===== config.mk =====
export PLATFORM = sky130hd
export DESIGN_NAME = shift_register_seq
export DESIGN_NICKNAME = d
export VERILOG_FILES = /design/src/rtl/shift_register_seq.sv
export SDC_FILE = /design/constraint.sdc
export NUM_CORES = 1
export LEC_CHECK = 0
export ABC_CLOCK_PERIOD_IN_PS = 1200
export CORE_AREA = 2 2 39 41
export CTS_CLUSTER_SIZE = 28
export DETAILED_ROUTE_END_ITERATION = 8
export DIE_AREA = 0 0 41 43
export PLACE_DENSITY = 0.54
export SLEW_MARGIN = 20
export SYNTH_ARGS = -nofsm -noshare
export SYNTH_HDL_FRONTEND = slang
export SYNTH_SLANG_ARGS = --single-unit
export TNS_END_PERCENT = 20

===== constraint.sdc =====
create_clock -name i_clk -period 1.2 [get_ports i_clk]
set_input_delay 0.24 -clock i_clk [delete_from_list [all_inputs] [get_ports i_clk]]
set_output_delay 0.24 -clock i_clk [all_outputs]
set_load 0.01 [all_outputs]

===== src/rtl/shift_register_seq.sv =====
// Sequencer for a CIC interpolator/decimator delay-line shift register.
// It accepts samples over valid/ready and pulses the shift-register enable once
// per accepted sample. It tracks the commutator phase modulo gp_decim and
// flags when the line is primed. After the line is full it raises a held
// output-valid once every gp_decim samples; downstream can stall that output.
module shift_register_seq #(
  parameter int gp_nr_stages = 4,
  parameter int gp_decim     = 4,
  localparam int c_ph_width  = $clog2(gp_decim),
  localparam int c_cnt_width = $clog2(gp_nr_stages + 1)
) (
  input  logic                  i_clk,
  input  logic                  i_rst,
  input  logic                  i_ena,
  input  logic                  i_clear,
  input  logic                  i_valid,
  output logic                  o_ready,
  output logic                  o_sr_ena,
  output logic [c_ph_width-1:0] o_phase,
  output logic                  o_fill_done,
  output logic                  o_out_valid,
  input  logic                  i_out_ready
);

  localparam logic [c_cnt_width-1:0] c_cnt_full = c_cnt_width'(gp_nr_stages);
  localparam logic [c_cnt_width-1:0] c_cnt_last = c_cnt_width'(gp_nr_stages - 1);
  localparam logic [c_ph_width-1:0]  c_ph_last  = c_ph_width'(gp_decim - 1);
  localparam logic [c_ph_width-1:0]  c_ph_one   = c_ph_width'(1);
  localparam logic [c_cnt_width-1:0] c_cnt_one  = c_cnt_width'(1);

  // Architectural state: fill count, commutator phase, primed flag, pending output.
  logic [c_cnt_width-1:0] cnt_q, cnt_d;
  logic [c_ph_width-1:0]  phase_q, phase_d;
  logic                   fill_q, fill_d;
  logic                   out_valid_q, out_valid_d;

  logic accept;
  logic out_event;

  // Handshake: no sample is taken while frozen, in reset or flush, or while an output waits.
  always_comb begin
    o_ready  = i_ena & ~i_rst & ~i_clear & ~out_valid_q;
    accept   = i_valid & o_ready;
    o_sr_ena = accept;
    // The line is primed either already, or by this very accept (the last missing sample).
    out_event = accept && (phase_q == c_ph_last) && (fill_q || (cnt_q == c_cnt_last));
  end

  // Next-state: clear beats freeze, freeze beats normal operation.
  always_comb begin
    // NOTE: every next-state signal gets a hold default first, so no path leaves
    // it unassigned and no latch is inferred.
    cnt_d       = cnt_q;
    phase_d     = phase_q;
    fill_d      = fill_q;
    out_valid_d = out_valid_q;
    if (i_clear) begin
      cnt_d       = '0;
      phase_d     = '0;
      fill_d      = 1'b0;
      out_valid_d = 1'b0;
    end else if (i_ena) begin
      if (out_valid_q && i_out_ready) begin
        out_valid_d = 1'b0;
      end
      if (accept) begin
        if (cnt_q != c_cnt_full) begin
          cnt_d = cnt_q + c_cnt_one;
        end
        phase_d = (phase_q == c_ph_last) ? '0 : phase_q + c_ph_one;
        if (cnt_q == c_cnt_last) begin
          fill_d = 1'b1;
        end
        if (out_event) begin
          out_valid_d = 1'b1;
        end
      end
    end
  end

  // State registers with synchronous active-high reset.
  always_ff @(posedge i_clk) begin
    // NOTE: sequential state uses non-blocking assignments so all registers
    // update together from values sampled before the edge.
    if (i_rst) begin
      cnt_q       <= '0;
      phase_q     <= '0;
      fill_q      <= 1'b0;
      out_valid_q <= 1'b0;
    end else begin
      cnt_q       <= cnt_d;
      phase_q     <= phase_d;
      fill_q      <= fill_d;
      out_valid_q <= out_valid_d;
    end
  end

  assign o_phase     = phase_q;
  assign o_fill_done = fill_q;
  assign o_out_valid = out_valid_q;

endmodule


==> results of run 1 <==
## kinds of logic (layout without fill, tap and decap cells)
group           Yosys count  after routing  synth area share
simple gates             13             13            0.2046
compound gates           10             10            0.1980
flops                     7              7            0.3636
buf+inv                   6             26           0.07790
fa+ha+maj                 4              4            0.1299
mux                       1              1           0.02598
## metrics by stage
stage	instances	utilization	setup TNS, ns	total power [W]
final	77	0.4123	-0.01750	0.0005269
after global routing	77	0.4123	-0.1906	0.0005556
after CTS	77	0.4060	-0.1449	0.0005379
after detailed placement	73	0.4033	-3.347	0.0003125
after global placement	73	0.4033	-3.331	0.0003124
after floorplan	41	-	-0.02606	0.0002714
## worst max-delay path: cells and delay by family, from the launching register on
| family | cells | cell delay [ns] |
|---|---|---|
| compound gates | 1 | 0.11 |
| fa+ha+maj | 1 | 0.17 |
| flops | 1 | 0.33 |
| simple gates | 2 | 0.48 |
| buf+inv | 1 | 0.04 |
## where the power goes
group	switching, W	internal, W	leakage [nW]
registers	0.00000201	0.000235	0.0580
logic	0.0000297	0.0000341	0.196
clock network	0.0000982	0.000128	0.0150
## repair_timing
| action | in CTS | in global routing |
|---|---|---|
| pin swaps | 2 | 1 |
| gates cloned | 0 | 0 |
| hold buffers | 0 | 0 |
| setup buffers | 0 | 0 |
| resized for setup | 25 | 7 |
| endpoints found under the setup margin | 9 | 6 |
## sequential cells by signal, indices dropped and copies added, names as in the netlist
signal,cells
cnt_q,3
o_fill_done,1
o_out_valid,1
o_phase,2
## synth_stat cells
cell and number:
o2111a_1 1, or2_2 1, nand3b_4 1, o21ai_0 1, nand2_1 2, and2_1 1, buf_6 1, a21oi_2 1
nor2_1 5, inv_1 4, nor3b_1 1, mux2i_1 1, ha_1 4, o21a_1 1, or3_1 2, a311oi_1 1
o31ai_1 2, dfxtp_1 7, a21oi_1 1, clkbuf_1 1, o211ai_1 2
## worst paths after layout
check,end,cells after the start
worst min-delay path,cnt_q[1],4
worst max register to register,cnt_q[0],5
worst max-delay path,cnt_q[0],5
worst min register to register,o_phase[0],2
## layer usage
metal | wire, µm | share of wire
met4 | 8 | 0.0094
met3 | 18 | 0.021
met5 | 0 | 0
met2 | 410 | 0.48
met1 | 413 | 0.49
## cell type report
cell class / count / share of cell area
timing repair buffer: 18 / 0.2303
multi-input combinational: 28 / 0.4101
clock buffer: 4 / 0.04605
sequential: 7 / 0.2522
tap: 16 / 0.03509
inverter: 4 / 0.02632
==> flow_summary_export.csv, run 1 <==
group,metric,value,unit
worst_setup_path,cp_data_required_time,1.39,ns
worst_setup_path,arrival,1.40,ns
timing,rsz0062_at_grt,"true",
clock_network,cts_max_level,1,
grt,use_met1,0.1419,
worst_setup_path,r2r_slack,-0.01,ns
synth,yosysTopAreaCellShare,0.3636,
floorplan,die_width,41,µm
cells_and_area,final_cell_mix,"buf_4 (7), nor2_1 (5), dlygate4sd2_1 (5)",
power_and_ir_drop,power_density,923.6,mW/mm²
cells_and_area,final-seq-area,143.9,µm²
place,preCtsSetupSlack,-0.7636,ns
grt,gr-usage-met2,0.1469,
drt,first_pass_iters,2,
worst_setup_path,cp-start-kind,"flip-flop",
drt,num_vias,344,
grt,busiest_layer,"met2",
synth,avgSynthCellArea,9.399,µm²
worst_setup_path,worstPathCellList,"inv_1, ha_2, and2_4, or3_1, a21oi_2",
grt,grt_first_pass_wirelength,1283,µm
timing,relSlewSlack,0.8233,
clock_network,cts.sinks,7,
synth,yosys_warnings,0,
timing,worst_slew_pin_slew,0.2641,ns
synth,netlist_instances,41,
floorplan,die_area,0.001763,mm²
floorplan,io-pin-count,12,
drt,final_antenna_net_count,0,
synth,synth_seq_cells,7,
worst_setup_path,reg2reg_from,"cnt_q[0]",
worst_setup_path,cp-startpoint,"cnt_q[0]",
synth,synth_cell_types,21,
timing,slew_violations,0,
outcome,status,"complete, but fails checks",
cells_and_area,stdcell_area,570.5,µm²
place,place.gp.congestion,0.6856,
worst_setup_path,slowest_stage,"dfxtp_2",
drt,post_drt_via_cell_ratio,4.468,
timing,finalSetupViolations,2,
outcome,violations,"negative setup slack",
grt,grt.overflow.total,0,
worst_setup_path,cp_max_fo,4,
synth,synthesis.area,385.4,µm²
grt,grtUsageMet3,0.03141,
synth,synthTopCellsByArea,"dfxtp_1 (36%), ha_1 (13%), nand3b_4 (5.2%)",
worst_setup_path,cp_slowest_stage_delay,0.33,ns
grt,grt_max_degree,11,
cells_and_area,drive_above_1_share,0.4262,
floorplan,die_y,43,µm
floorplan,start_util,0.2785,
cells_and_area,multi_input_area,234.0,µm²
drt,routed_wl,851,µm
place,port_buffers,11,
floorplan,rows,14,
worst_setup_path,path_class,"flip-flop to flip-flop",
cells_and_area,layout.nets,72,
place,dpl_cell_area,558.0,µm²
timing,min_period_over_period,1.011,
timing,fmax,824.5,MHz
synth,yosysTopAreaCell,"dfxtp_1",
place,hpwl,650.4,µm
cells_and_area,final_common_cell,"buf_4",
clock_network,clkTransAtPathRegs,0.06,ns
floorplan,core,0.001384,mm²
clock_network,cts_made_buffers,3,
drt,drcViolationCount,0,
power_and_ir_drop,vdd_drop_max,0.0004633,V
grt,grtUsageTotal,0.1156,
grt,grt_pass1_vias,308,
power_and_ir_drop,p_leak,0.2686,nW
grt,antenna_found_initial,0,
timing,worst_slack,-0.01292,ns
synth,yosysSeqAreaShare,0.3636,
job,maxCapViolCount,0,
drt,wl_per_cell,11.05,µm
timing,hold_viol_final,0,
cells_and_area,num_antenna_cells,0,
cells_and_area,fillers,159,
clock_network,cts_tree,"yes",
timing,holdWs,0.3083,ns
worst_hold_path,hold_start,"i_clear",
timing,min_period,1.213,ns
synth,syn_nets,51,
clock_network,root_buffer,"clkbuf_4",
cells_and_area,area_delta_synth_final,48.05,%
clock_network,insertion_delay,0.25,ns
timing,clock_skew,0.002223,ns
worst_hold_path,worstHoldPathType,"input pin to flip-flop",
drt,drt-initial-drc-count,1,
worst_setup_path,endpoint_kind,"flip-flop",
clock_network,clk_path_buf_depth,2,
Note: power is estimated with default switching activity, not from simulation.
==> inputs of run 2 (changes only) <==
--- a/config.mk
+++ b/config.mk
@@ -7,6 +7,7 @@
 export LEC_CHECK = 0
 export ABC_CLOCK_PERIOD_IN_PS = 1200
 export CORE_AREA = 2 2 39 41
+export CTS_CLUSTER_DIAMETER = 60
 export CTS_CLUSTER_SIZE = 28
 export DETAILED_ROUTE_END_ITERATION = 8
 export DIE_AREA = 0 0 41 43
==> results of run 2 <==
The final DEF is identical to that of run 1; final timing and power are the same.
